File: src/rtl/sc_dmem_arbiter_if.sv
// sc_dmem_arbiter_if -- bus bundle for the data-memory arbiter.
// Groups the CPU port (cpu_*), the secondary loader port (ld_*) and the
// data-memory side (mem_*) into one interface.
//   slave  : arbiter view (takes requests and mem_rdata, drives grants and mem_*)
//   master : environment view (CPU, loader and dmem models)
interface sc_dmem_arbiter_if;
  logic        cpu_req;
  logic        cpu_we;
  logic [31:0] cpu_addr;
  logic [31:0] cpu_wdata;
  logic [31:0] cpu_rdata;
  logic        cpu_stall;

  logic        ld_req;
  logic        ld_we;
  logic [31:0] ld_addr;
  logic [31:0] ld_wdata;
  logic        ld_gnt;
  logic        ld_rvalid;
  logic [31:0] ld_rdata;

  logic [31:0] mem_addr;
  logic [31:0] mem_wdata;
  logic        mem_we;
  logic [31:0] mem_rdata;

  modport slave (
    input  cpu_req, cpu_we, cpu_addr, cpu_wdata,
    output cpu_rdata, cpu_stall,
    input  ld_req, ld_we, ld_addr, ld_wdata,
    output ld_gnt, ld_rvalid, ld_rdata,
    output mem_addr, mem_wdata, mem_we,
    input  mem_rdata
  );

  modport master (
    output cpu_req, cpu_we, cpu_addr, cpu_wdata,
    input  cpu_rdata, cpu_stall,
    output ld_req, ld_we, ld_addr, ld_wdata,
    input  ld_gnt, ld_rvalid, ld_rdata,
    input  mem_addr, mem_wdata, mem_we,
    output mem_rdata
  );
endinterface

File: src/rtl/sc_dmem_arbiter.sv
// sc_dmem_arbiter -- shares the single data-memory port between the
// single-cycle CPU and a secondary bus master (loader / debug / DMA).
// At most one access is granted per clock. The CPU has priority and is
// stalled (cpu_stall) when it loses; loader bursts are capped at MAX_BURST
// while the CPU waits, and a waiting loader is force-granted after
// STARVE_LIMIT cycles.
//
// Ports:
//   clock, resetn : system clock (rising edge), async active-low reset
//   bus (slave)   : cpu_* request/stall/rdata, ld_* request/gnt/rvalid/rdata,
//                   mem_* towards dmem (mem_rdata valid in the same cycle)
//   Optional (macro SC_DMEM_ARB_STATS_EN):
//     stat_clr       : synchronous clear of both counters (wins over increment)
//     stat_stall_cnt : saturating count of cpu_stall cycles
//     stat_ld_cnt    : saturating count of loader grants
//
// Parameters: MAX_BURST (1..15), STARVE_LIMIT (1..255).
module sc_dmem_arbiter #(
  parameter int unsigned MAX_BURST    = 4,
  parameter int unsigned STARVE_LIMIT = 8
) (
  input  logic clock,
  input  logic resetn,
  sc_dmem_arbiter_if.slave bus
`ifdef SC_DMEM_ARB_STATS_EN
  ,
  input  logic        stat_clr,
  output logic [15:0] stat_stall_cnt,
  output logic [15:0] stat_ld_cnt
`endif
);

  typedef enum logic {
    ST_CPU = 1'b0,
    ST_LD  = 1'b1
  } state_t;

  localparam logic [3:0] BURST_MAX = 4'(MAX_BURST);
  localparam logic [7:0] WAIT_MAX  = 8'(STARVE_LIMIT);

  state_t      state;
  logic [3:0]  burst_cnt;
  logic [7:0]  wait_cnt;
  logic        grant_ld;
  logic        grant_cpu;
  logic        ld_rvalid_q;
  logic [31:0] ld_rdata_q;

  // Grants are combinational so the winner uses the port in the same cycle.
  // Nothing is granted while reset is asserted.
  always_comb begin
    grant_ld  = 1'b0;
    grant_cpu = 1'b0;
    if (resetn) begin
      case (state)
        ST_CPU: begin
          if (bus.ld_req && wait_cnt == WAIT_MAX) grant_ld  = 1'b1;
          else if (bus.cpu_req)                   grant_cpu = 1'b1;
          else if (bus.ld_req)                    grant_ld  = 1'b1;
        end
        ST_LD: begin
          // Burst continues past the cap only while the CPU is idle.
          if (bus.ld_req && (burst_cnt < BURST_MAX || !bus.cpu_req)) grant_ld  = 1'b1;
          else if (bus.cpu_req)                                      grant_cpu = 1'b1;
        end
        default: ;
      endcase
    end
  end

  assign bus.ld_gnt    = grant_ld;
  assign bus.cpu_stall = resetn & bus.cpu_req & ~grant_cpu;
  assign bus.cpu_rdata = bus.mem_rdata;
  assign bus.mem_addr  = grant_ld ? bus.ld_addr  : bus.cpu_addr;
  assign bus.mem_wdata = grant_ld ? bus.ld_wdata : bus.cpu_wdata;
  assign bus.mem_we    = grant_ld ? bus.ld_we    : (bus.cpu_we & bus.cpu_req & grant_cpu);
  assign bus.ld_rvalid = ld_rvalid_q;
  assign bus.ld_rdata  = ld_rdata_q;

  always_ff @(posedge clock or negedge resetn) begin
    if (!resetn) begin
      state       <= ST_CPU;
      burst_cnt   <= '0;
      wait_cnt    <= '0;
      ld_rvalid_q <= 1'b0;
      ld_rdata_q  <= '0;
    end else begin
      if (grant_ld) begin
        state <= ST_LD;
        if (state != ST_LD)           burst_cnt <= 4'd1;
        else if (burst_cnt != BURST_MAX) burst_cnt <= burst_cnt + 4'd1;
      end else begin
        state     <= ST_CPU;
        burst_cnt <= '0;
      end

      if (grant_ld || !bus.ld_req)   wait_cnt <= '0;
      else if (wait_cnt != WAIT_MAX) wait_cnt <= wait_cnt + 8'd1;

      ld_rvalid_q <= grant_ld & ~bus.ld_we;
      if (grant_ld && !bus.ld_we) ld_rdata_q <= bus.mem_rdata;
    end
  end

`ifdef SC_DMEM_ARB_STATS_EN
  always_ff @(posedge clock or negedge resetn) begin
    if (!resetn) begin
      stat_stall_cnt <= '0;
      stat_ld_cnt    <= '0;
    end else if (stat_clr) begin
      stat_stall_cnt <= '0;
      stat_ld_cnt    <= '0;
    end else begin
      if (bus.cpu_stall && stat_stall_cnt != '1) stat_stall_cnt <= stat_stall_cnt + 16'd1;
      if (grant_ld && stat_ld_cnt != '1)         stat_ld_cnt    <= stat_ld_cnt + 16'd1;
    end
  end
`endif

endmodule

File: src/flat_wrapper.sv
// flat-port wrapper written by rule: the top's interface ports become plain ports
module sc_dmem_arbiter_flat 
#(
  parameter int unsigned MAX_BURST    = 4,
  parameter int unsigned STARVE_LIMIT = 8
)
  (clock, resetn, bus_cpu_req, bus_cpu_we, bus_cpu_addr, bus_cpu_wdata, bus_cpu_rdata, bus_cpu_stall, bus_ld_req, bus_ld_we, bus_ld_addr, bus_ld_wdata, bus_ld_gnt, bus_ld_rvalid, bus_ld_rdata, bus_mem_addr, bus_mem_wdata, bus_mem_we, bus_mem_rdata);
  sc_dmem_arbiter_if bus_i ();
  input  logic clock;
  input  logic resetn;
  input wire logic [$bits(bus_i.cpu_req)-1:0] bus_cpu_req;
  input wire logic [$bits(bus_i.cpu_we)-1:0] bus_cpu_we;
  input wire logic [$bits(bus_i.cpu_addr)-1:0] bus_cpu_addr;
  input wire logic [$bits(bus_i.cpu_wdata)-1:0] bus_cpu_wdata;
  output wire logic [$bits(bus_i.cpu_rdata)-1:0] bus_cpu_rdata;
  output wire logic [$bits(bus_i.cpu_stall)-1:0] bus_cpu_stall;
  input wire logic [$bits(bus_i.ld_req)-1:0] bus_ld_req;
  input wire logic [$bits(bus_i.ld_we)-1:0] bus_ld_we;
  input wire logic [$bits(bus_i.ld_addr)-1:0] bus_ld_addr;
  input wire logic [$bits(bus_i.ld_wdata)-1:0] bus_ld_wdata;
  output wire logic [$bits(bus_i.ld_gnt)-1:0] bus_ld_gnt;
  output wire logic [$bits(bus_i.ld_rvalid)-1:0] bus_ld_rvalid;
  output wire logic [$bits(bus_i.ld_rdata)-1:0] bus_ld_rdata;
  output wire logic [$bits(bus_i.mem_addr)-1:0] bus_mem_addr;
  output wire logic [$bits(bus_i.mem_wdata)-1:0] bus_mem_wdata;
  output wire logic [$bits(bus_i.mem_we)-1:0] bus_mem_we;
  input wire logic [$bits(bus_i.mem_rdata)-1:0] bus_mem_rdata;
  assign bus_i.cpu_req = bus_cpu_req;
  assign bus_i.cpu_we = bus_cpu_we;
  assign bus_i.cpu_addr = bus_cpu_addr;
  assign bus_i.cpu_wdata = bus_cpu_wdata;
  assign bus_cpu_rdata = bus_i.cpu_rdata;
  assign bus_cpu_stall = bus_i.cpu_stall;
  assign bus_i.ld_req = bus_ld_req;
  assign bus_i.ld_we = bus_ld_we;
  assign bus_i.ld_addr = bus_ld_addr;
  assign bus_i.ld_wdata = bus_ld_wdata;
  assign bus_ld_gnt = bus_i.ld_gnt;
  assign bus_ld_rvalid = bus_i.ld_rvalid;
  assign bus_ld_rdata = bus_i.ld_rdata;
  assign bus_mem_addr = bus_i.mem_addr;
  assign bus_mem_wdata = bus_i.mem_wdata;
  assign bus_mem_we = bus_i.mem_we;
  assign bus_i.mem_rdata = bus_mem_rdata;
  sc_dmem_arbiter #(.MAX_BURST(MAX_BURST), .STARVE_LIMIT(STARVE_LIMIT)) u_core (.clock(clock), .resetn(resetn), .bus(bus_i));
endmodule
File: config.mk
export PLATFORM = sky130hd
export DESIGN_NAME = sc_dmem_arbiter_flat
export DESIGN_NICKNAME = d
export VERILOG_FILES = /design/src/rtl/sc_dmem_arbiter_if.sv /design/src/rtl/sc_dmem_arbiter.sv /design/src/flat_wrapper.sv
export SDC_FILE = /design/constraint.sdc
export NUM_CORES = 1
export LEC_CHECK = 0
export ABC_AREA = 1
export CORE_AREA = 4 4 114 116
export CTS_BUF_LIST = sky130_fd_sc_hd__clkbuf_2
export CTS_CLUSTER_DIAMETER = 120
export CTS_CLUSTER_SIZE = 28
export DETAILED_ROUTE_END_ITERATION = 8
export DIE_AREA = 0 0 118 120
export PLACE_DENSITY = 0.71
export SETUP_SLACK_MARGIN = 0.2
export SYNTH_ARGS = -nofsm -noshare
export SYNTH_HDL_FRONTEND = slang
export SYNTH_SLANG_ARGS = --single-unit
File: constraint.sdc
create_clock -name clock -period 1.8 [get_ports clock]
set_input_delay 0.18 -clock clock [delete_from_list [all_inputs] [get_ports clock]]
set_output_delay 0.18 -clock clock [all_outputs]
set_load 0.01 [all_outputs]
==> results of run 1 <==
==> metrics by stage <==
step                worst slack, ps  std cells  utilization [%]
floorplan                     121.1        475                -
global placement             -881.9        894            52.28
detailed placement           -891.8        894            52.28
CTS                          -650.9        934            60.24
global route                 -755.6        954            62.85
finish                       -620.0        954            62.85
==> layer usage <==
layer	vias to the layer above	part of all wire, %
met5	-	0
met4	0	1.3
met3	19	4.5
met2	137	53
met1	1920	41
li1	2070	-
==> final timing paths <==
path	cells after the start	slack, ps	to
worst min-delay path	3	250	u_core.bus.ld_rdata[22]$_DFFE_PN0P_
worst max register to register	17	-400	u_core.bus.ld_rdata[6]$_DFFE_PN0P_
max in group asynchronous	4	910	u_core.bus.ld_rdata[1]$_DFFE_PN0P_
worst max-delay path	12	-620	bus_mem_wdata[30]
worst min register to register	2	510	u_core.bus.ld_rdata[29]$_DFFE_PN0P_
min in group asynchronous	4	470	u_core.wait_cnt[4]$_DFFE_PN0P_
==> state kept, by name, summed over array words and instances, names as in the netlist <==
register and flops:
u_core.bus.ld_rdata 32, u_core.wait_cnt 8, u_core.burst_cnt 4, u_core.bus.ld_rvalid 1, u_core.state 1
==> worst max-delay path, delay by kind of cell, from the launching register on <==
family	cells	cell delay (ps)
DFF	1	460
and+or+nand+nor	7	550
buffers and inverters	4	640
adders and majority gates	1	140
==> layout by cell type (no fill, tap or decap), types with 2 or more instances in the layout <==
cell type	n
sky130_fd_sc_hd__clkdlybuf4s50_1	197
sky130_fd_sc_hd__nand2_1	188
sky130_fd_sc_hd__nand2_2	109
sky130_fd_sc_hd__dfrtp_1	46
sky130_fd_sc_hd__buf_6	40
sky130_fd_sc_hd__buf_4	35
sky130_fd_sc_hd__dlymetal6s2s_1	19
sky130_fd_sc_hd__buf_2	17
sky130_fd_sc_hd__inv_1	16
sky130_fd_sc_hd__buf_16	16
sky130_fd_sc_hd__nor2_1	14
sky130_fd_sc_hd__nand2_4	13
sky130_fd_sc_hd__dlygate4sd2_1	13
sky130_fd_sc_hd__clkbuf_2	12
sky130_fd_sc_hd__clkdlybuf4s15_2	9
sky130_fd_sc_hd__buf_12	9
sky130_fd_sc_hd__nand3_1	6
sky130_fd_sc_hd__nor3_1	5
sky130_fd_sc_hd__buf_8	5
sky130_fd_sc_hd__clkbuf_16	4
sky130_fd_sc_hd__a21oi_1	3
sky130_fd_sc_hd__ha_1	3
sky130_fd_sc_hd__nand3_4	2
sky130_fd_sc_hd__nand4_1	2
sky130_fd_sc_hd__xor2_1	2
sky130_fd_sc_hd__clkinvlp_4	2
sky130_fd_sc_hd__clkdlybuf4s15_1	2
==> power by group through the flow <==
| stage | registers (mW) | logic (mW) | clock network, mW |
|---|---|---|---|
| final | 1.32 | 2.28 | 0.601 |
| after global routing | 1.35 | 2.43 | 0.663 |
| after CTS | 1.31 | 2.15 | 0.608 |
| after detailed placement | 1.33 | 1.90 | 0 |
| after global placement | 1.32 | 1.88 | 0 |
| after floorplan | 1.41 | 0.604 | 0 |
==> what timing repair did <==
| action | 4_1_cts | 5_1_grt |
|---|---|---|
| gates resized for setup | 353 | 92 |
| pin swaps | 15 | 9 |
| setup endpoints to repair | 123 | 131 |
| cloned | 16 | 4 |
| hold buffers | 1 | 0 |
| hold endpoints to repair | 46 | 0 |
| setup buffers | 15 | 15 |
==> kinds of logic after synthesis <==
logic type	after synthesis	share of synthesized area, %
flops	46	37.78
compound gates	7	1.314
simple gates	344	43.94
fa+ha+maj	4	1.643
buf+inv	71	14.46
xor+xnor	3	0.8626
==> final cells by class <==
type / instances / share of cell area [%]
antenna: 1 / 0.03343
sequential: 46 / 15.38
clock buffer: 5 / 0.3343
tap: 147 / 2.457
clock inverter: 3 / 0.6017
timing repair buffer: 375 / 54.99
multi-input combinational: 358 / 25.02
inverter: 19 / 1.187
==> results.md, run 1 <==
- The remaining max-slew budget at the tightest pin is approximately 61%.
- The first-pass GRT wire length is between 20000 and 25000 um.
- On the final layout, the worst hold slack is about 250 ps.
- Sorting the synthesized cells by area gives the leading types as sky130_fd_sc_hd__nand2_1 38%, sky130_fd_sc_hd__dfrtp_1 38%, sky130_fd_sc_hd__buf_4 8.6%.
- The final-layout fill cell count is roughly 990.
- The most instantiated library cell after synthesis is sky130_fd_sc_hd__nand2_1.
- Setup repair after global routing could not meet its margin everywhere.
- In the global route stage, met3 resource usage came out at between 3 and 4%.
- The pin count of the biggest net entering global routing is between 40 and 50.
- The minimum setup slack in the final design is -620.0 ps.
- The die width is approximately 120 um.
- The core box area is roughly 12000 um2.
- Cells with a size suffix above 1 make up 35.11% of the layout.
- In this run the cell area measured after placement is 6227 um2.
- The half-perimeter wire length after detailed placement is ~11000 um.
- Summed over all cells, the static leakage comes to 3.899 nW.
- For this run, the slowest stage of the critical path takes between 400 and 500 ps.
- Clock tree synthesis found a total of between 40 and 50 sinks.
- The kind of end point of the critical path is an output pin.
- For this block, the initial DRC count from the detailed router was 123.
- The part of the power in registers is 31.4%.
- For the pin with the worst max-slew slack, the measured transition is 586.3 ps.
- The root buffer cell is sky130_fd_sc_hd__clkbuf_2.
- The total power density per cell area is 561.1 nW/um2.
- The critical path goes through inv_2, ha_4, nand3_4, nor2_4, nand2_2, nand2_4, nand2_8, buf_8, clkbuf_16, nand2_2, nand2_2, clkdlybuf4s15_1.
- The area share of the largest cell type after synthesis is 38.07%.
- The first TritonRoute pass finished after 4 iterations.
- For met1 alone, demand over resource in global routing was about 26%.
- The overall track demand over capacity in global routing is a little over a fifth.
- The met2 capacity usage during global routing is between 30% and 40%.
- The number of CTS-inserted buffers is 5.
- For the worst setup path, the data required time is approximately 1600 ps.
- Relative to the synthesized area, the layout overhead comes to 145.7%.
- The critical path is of the register to output pin type.
- The post-CTS clock slew at the launch and capture registers of the worst setup and hold paths is roughly 280 ps.
- The floorplan has 40 rows.
- Summing all multi-input logic gate instances after layout gives around 1900 um2.
- The part of the Yosys area used for sequential elements is 37.78%.
- The top cell type by total area after synthesis is sky130_fd_sc_hd__nand2_1.
- The post-layout net count is between 900 and 1000.
- Counting along the longest clock path gives a buffer depth of 2.
- The synthesized area is between 3000 and 4000 um2.
- After synthesis, the share of flip-flops with an asynchronous set or reset is 100.0%.
- Summed over all layers, the global routing overflow is 0.
- The initial cell density of the core is 25.58%.
- The highest-delay cell along the critical path is sky130_fd_sc_hd__dfrtp_1.
- The flip-flop and latch area is 1151 um2.
- The area of all placed cells without fillers is 7486 um2.
- The checks that failed: setup timing.
- The maximum clock skew at final layout is approximately 31 ps.
- The share of power burned in the clock network is ~14%.
- During placement, the flow inserted port buffers numbering between 200 and 300.
- The smallest clock period supported by the final layout is computed as about 2400 ps.
- The startpoint of the worst setup timing path is u_core.wait_cnt[0]$_DFFE_PN0P_.
- The fraction of power spent switching nets is between 30% and 40%.
- The number of ports placed on the die boundary is about 300.
- For this run, the top clock speed supported by timing is 413.2 MHz.
- The startpoint of the tightest hold check path is bus_mem_rdata[22].
- The number of distinct library cell variants in the gate-level netlist after synthesis is 25.
- In the routed layout, each cell is associated on average with a via count of between 4 and 5.
- STA classifies the critical path startpoint as a register.
- The floorplan die area is ~14000 um2.
- At the end of routability-driven placement, the weighted congestion stood at roughly 0.91.
- The total of flip-flops plus latches after synthesis is 46.
- The ratio of final minimum period to clock period is 134.4%.
- The cell repeated most along the worst path is sky130_fd_sc_hd__nand2_2.
- The number of levels in the clock H-tree is 2.
- The tightest min-delay check is of the input port to register type.
- Ranked by instance count, the synthesized netlist is headed by 309 x sky130_fd_sc_hd__nand2_1, 46 x sky130_fd_sc_hd__dfrtp_1, 35 x sky130_fd_sc_hd__buf_4, 17 x sky130_fd_sc_hd__inv_1, 14 x sky130_fd_sc_hd__nor2_1.
- The share of total power dissipated in combinational logic is around 54%.
- The most instantiated flip-flop cell in the synthesis netlist is sky130_fd_sc_hd__dfrtp_1.
- For this run, the number of Yosys warnings is 0.
- The final sum of negative setup slack is -46910 ps.
- The average wire per standard cell is 17.18 um.
- The number of enable-type register cells in the synthesized netlist is 0.
- The number of max-slew violations in the final report is 0.
- After detailed routing, the number of remaining DRC violations is 0.
- The total chip power is between 4 and 5 mW.
- Data arrives at the worst endpoint at ~2200 ps.
- The total wire length after detailed routing is ~16000 um.
- The via count of the first global-routing pass is roughly 4300.
- The internal power of the cells totals between 2 and 3 mW.
- The final route contains 4146 vias.
- The clock tree from TritonCTS is built.
- In the synthesized netlist, the number of instances is ~480.
- The number of nets produced by synthesis is 645.
- The synthesized area divided by synthesized cell count is about 6.4 um2.
- IR analysis of the VDD net gives a maximum drop of ~0.37 mV.
- The total of max-cap violations is 0.
- The launch point of the worst reg-to-reg path is u_core.wait_cnt[0]$_DFFE_PN0P_.
- The remaining antenna violation count is 0.
- Setup violations remaining at the end of the flow were counted as 108.
- Summed over all nets, the switching power comes to between 1 and 1.5 mW.
- The routing layer with the top usage in global route is met2.
- The source-to-sink clock delay at the later pin of the worst-skew pair is around 440 ps.
- The highest net fanout along the worst path is 9.
- The flow ran to the end, but the final reports show violations.
- The count of final hold-check violations is 0.
- In this run the vertical extent of the chip is around 120 um.
- The number of antenna violations at the first check in global routing was 1.
No activity file was read; power rests on OpenSTA's default activity.
==> run 2: changes to the inputs <==
--- a/config.mk
+++ b/config.mk
@@ -12,6 +12,7 @@
 export CTS_CLUSTER_SIZE = 28
 export DETAILED_ROUTE_END_ITERATION = 8
 export DIE_AREA = 0 0 118 120
+export GPL_ROUTABILITY_DRIVEN = 0
 export PLACE_DENSITY = 0.71
 export SETUP_SLACK_MARGIN = 0.2
 export SYNTH_ARGS = -nofsm -noshare
==> run 2 against run 1 <==
Effect of this change: the run still ends with setup timing left; worst setup slack got worse by 23 ps; die area did not move; clock power rose by 19%; maximum frequency fell by 0.94%; sequential cell count did not move; critical path depth rose by 2; first-iteration DRC count rose by 38%; power rose by 6.4%; final cell count did not move; clock-buffer cell count did not move; sequential share of layout area fell by 0.68 points; wire length rose by 0.54%; largest cell class unchanged.
==> results.md, run 2 (synthesis results as in run 1) <==
- Of all nets on the critical path, the largest fanout is 5.
- The startpoint-to-endpoint class of the critical path is register to output pin.
- Setup violations remaining at the end of the flow were counted as 75.
- The pin count of the biggest net entering global routing is between 40 and 50.
- In the routed layout, each cell is associated on average with a via count of between 4 and 5.
- The final reports fail on setup timing.
- Leaving out fill and tap cells, the most frequent cell in the layout is sky130_fd_sc_hd__clkdlybuf4s50_1.
- The source-to-sink clock delay at the later pin of the worst-skew pair is between 400 and 500 ps.
- The longest individual stage delay on the worst path is around 450 ps.
- The area after detailed placement is approximately 6300 um2.
- The placed cell count is ~900.
- The fraction of the core area covered by cells at the end of the flow is between 60% and 70%.
- The number of max-slew violations in the final report is 0.
- The worst hold path cell count is 3.
- The critical path goes through inv_2, ha_4, nand3_4, nor2_4, nand2_2, nand2_4, nand2_4, clkinv_8, buf_6, buf_12, buf_4, nand2_1, nand2_2, buf_6.
- The highest routing layer actually used is met4.
- The number of antenna violations at the first check in global routing is 0.
- Global routing consumed, over all layers together, around 20% of the routing resources.
- The first detailed-routing pass ran for 4 iterations.
- The number of ports placed on the die boundary is between 200 and 300.
- The maximum clock skew at final layout is a little over 30 ps.
- Data on the critical path arrives at its endpoint at about 2300 ps.
- The floorplan step defined a die boundary enclosing between 10000 and 15000 um2.
- The setup check on the worst reg-to-reg path leaves a slack of -20 ps.
- The launch point of the worst reg-to-reg path is u_core.wait_cnt[0]$_DFFE_PN0P_.
- The clock passes through at most 2 buffers.
- The combinational power share is a little over half.
- The capture instance of the worst register-to-register path is u_core.bus.ld_rdata[2]$_DFFE_PN0P_.
- In the routed design, unresolved DRC markers number 0.
- Setup repair after global routing could not meet its margin everywhere.
- The tool flagged a number of max-cap violations equal to 0.
- After detailed routing, the total wire length is ~16000 um.
- The area of all placed cells without fillers is around 7800 um2.
- The startpoint of the tightest hold check path is bus_mem_rdata[20].
- The cell leakage power is approximately 4.2 nW.
- The post-layout net count is around 980.
- CTS placed an instance of sky130_fd_sc_hd__clkbuf_2 at the clock tree root.
- The half-perimeter wire length after detailed placement is around 11000 um.
- The core box area is between 10000 and 15000 um2.
- The remaining max-slew budget at the tightest pin is 61.23%.
- The growth of design area from synthesis to finish is 157.0%.
- The routed layout has 4245 vias.
- The floorplan step set the die height to between 100 and 150 um.
- Subtracting the final worst setup slack from the clock period gives 2443 ps.
- The net switching power of the design is 1.477 mW.
- The most critical setup path has its endpoint at bus_mem_wdata[21].
- The top cell types in the final layout, fill and taps aside, are 199 x sky130_fd_sc_hd__clkdlybuf4s50_1, 129 x sky130_fd_sc_hd__nand2_2, 128 x sky130_fd_sc_hd__nand2_1.
- Across all setup checks in the final design, the least slack found is -643.0 ps.
- The worst slack on hold paths is between 200 and 300 ps.
- The average wire per standard cell is approximately 17 um.
- Dividing total power by cell area gives a power density of roughly 570 nW/um2.
- The standard-cell row count is 40.
- The kind of end point of the critical path is an output pin.
- The number of CTS-inserted buffers is 5.
- The count of antenna diodes in the layout is 0.
- The wire length on met2 is ~9000 um.
- The class of the tightest hold or removal check is input port to register.
- The logic depth of the worst register-to-register path is 13.
- The routed length on met3 is 991 um.
- The initial cell density of the core is 25.58%.
- The worst setup path is launched from a register.
- Net switching is between 30% and 40% of the power.
- The register with the most flip-flops in the layout has 32 of them.
- The part of the power in registers is about 30%.
- The iteration-0 DRC count of the detailed router is 170.
- The run finished, with violations left.
- The count of buffers from port buffering is 297.
- The count of nets left with antenna violations once routing finished came out at 0.
- The startpoint of the worst setup timing path is u_core.wait_cnt[0]$_DFFE_PN0P_.
- In this run, the clock network consumes 16.0% of the power.
- The highest-delay cell along the critical path is sky130_fd_sc_hd__dfrtp_1.
- The first-pass GRT wire length is around 22000 um.
- Cell internal power was estimated by the tool at ~3.0 mW.
- At the pin with the least slew margin, the transition time is just under 600 ps.
- The floorplan step set the die width to roughly 120 um.
- The total overflow left after global routing is 0.
- The count of final hold-check violations was 0.
- The ratio of final minimum period to clock period is 135.7%.
- After the flow finishes, the layout carries non-filler instances totaling 954.
- VDD sags by at most between 0.4 and 0.5 mV.
- For this design, the sink count on the clock tree is 46.
- The clock tree from TritonCTS is built.
- The detailed router put a total of 5997 um of wire on met1.
- The post-CTS clock slew at the launch and capture registers of the worst setup and hold paths is between 200 and 300 ps.
- For this run, the top clock speed supported by timing is ~410 MHz.
- The layout cell share with drive strength beyond 1 is 43.00%.
- At the worst endpoint, the required time is 1620 ps.
- The number of levels in the clock H-tree is 2.
- The via count of the first global-routing pass is 4253.
==> run 2: cell count changes in the layout (fill, tap and decap cells not counted), moves of 8 or more <==
cell	change
sky130_fd_sc_hd__nand2_1	-60
sky130_fd_sc_hd__buf_4	+8
sky130_fd_sc_hd__nand2_4	+41
sky130_fd_sc_hd__dlygate4sd2_1	-12
sky130_fd_sc_hd__buf_6	+18
sky130_fd_sc_hd__clkdlybuf4s15_2	-9
sky130_fd_sc_hd__nand2_2	+20
sky130_fd_sc_hd__dlymetal6s2s_1	+10
==> run 2: how the worst min path moves through the flow <==
stage	endpoint	slack, ps
detailed placement	u_core.wait_cnt[1]$_DFFE_PN0P_	440
floorplan	u_core.burst_cnt[0]$_DFFE_PN0P_	-120
CTS	u_core.bus.ld_rdata[20]$_DFFE_PN0P_	270
global placement	u_core.wait_cnt[1]$_DFFE_PN0P_	430
finish	u_core.bus.ld_rdata[20]$_DFFE_PN0P_	270
global route	u_core.bus.ld_rdata[19]$_DFFE_PN0P_	240
==> run 2: area by class of cell <==
class	count	area [um2]
Multi-Input combinational cell	358	2220
Timing Repair Buffer	376	4090
Inverter	19	96.34
Fill cell	918	4081
Sequential cell	46	1151
Tap cell	147	183.9
Clock inverter	3	63.81
Clock buffer	5	25.02
==> run 2: worst max-delay path, delay by kind of cell (launching register included) <==
| family | cells | cell delay, ps |
|---|---|---|
| AND/OR/NAND/NOR | 7 | 600 |
| flip-flops | 1 | 450 |
| buffers and inverters | 6 | 620 |
| adder cells (fa/ha/maj) | 1 | 140 |
==> run 2: metrics by stage <==
stage	power [mW]	setup slack [ps]	setup TNS [ps]
global placement	3.216	-625.1	-39460
detailed placement	3.243	-650.4	-42400
finish	4.469	-643.0	-37180
CTS	4.102	-622.5	-34030
floorplan	2.016	121.1	0
global route	4.713	-764.9	-47670
==> run 2: what timing repair did <==
item                       in CTS  in global routing
hold buffers                    1                  0
hold endpoints to repair       46                  0
resized for setup             313                256
buffers inserted               14                 18
cloned                         10                  8
pin swaps                       6                 51
setup endpoints to repair     107                140
==> run 2: routing by layer <==
layer  GRT usage, %  vias up
met4          5.348        0
li1               -     2074
met3          4.147       33
met1          22.49     1980
met5              0        -
met2          37.41      158
==> run 2: power by group through the flow <==
| stage | clock network [mW] | logic, mW | registers [mW] |
|---|---|---|---|
| 2_1_floorplan | 0 | 0.604 | 1.41 |
| 3_3_place_gp | 0 | 1.89 | 1.32 |
| 3_5_place_dp | 0 | 1.91 | 1.33 |
| 4_1_cts | 0.721 | 2.06 | 1.32 |
| 5_1_grt | 0.772 | 2.61 | 1.33 |
| 6_report | 0.714 | 2.45 | 1.31 |
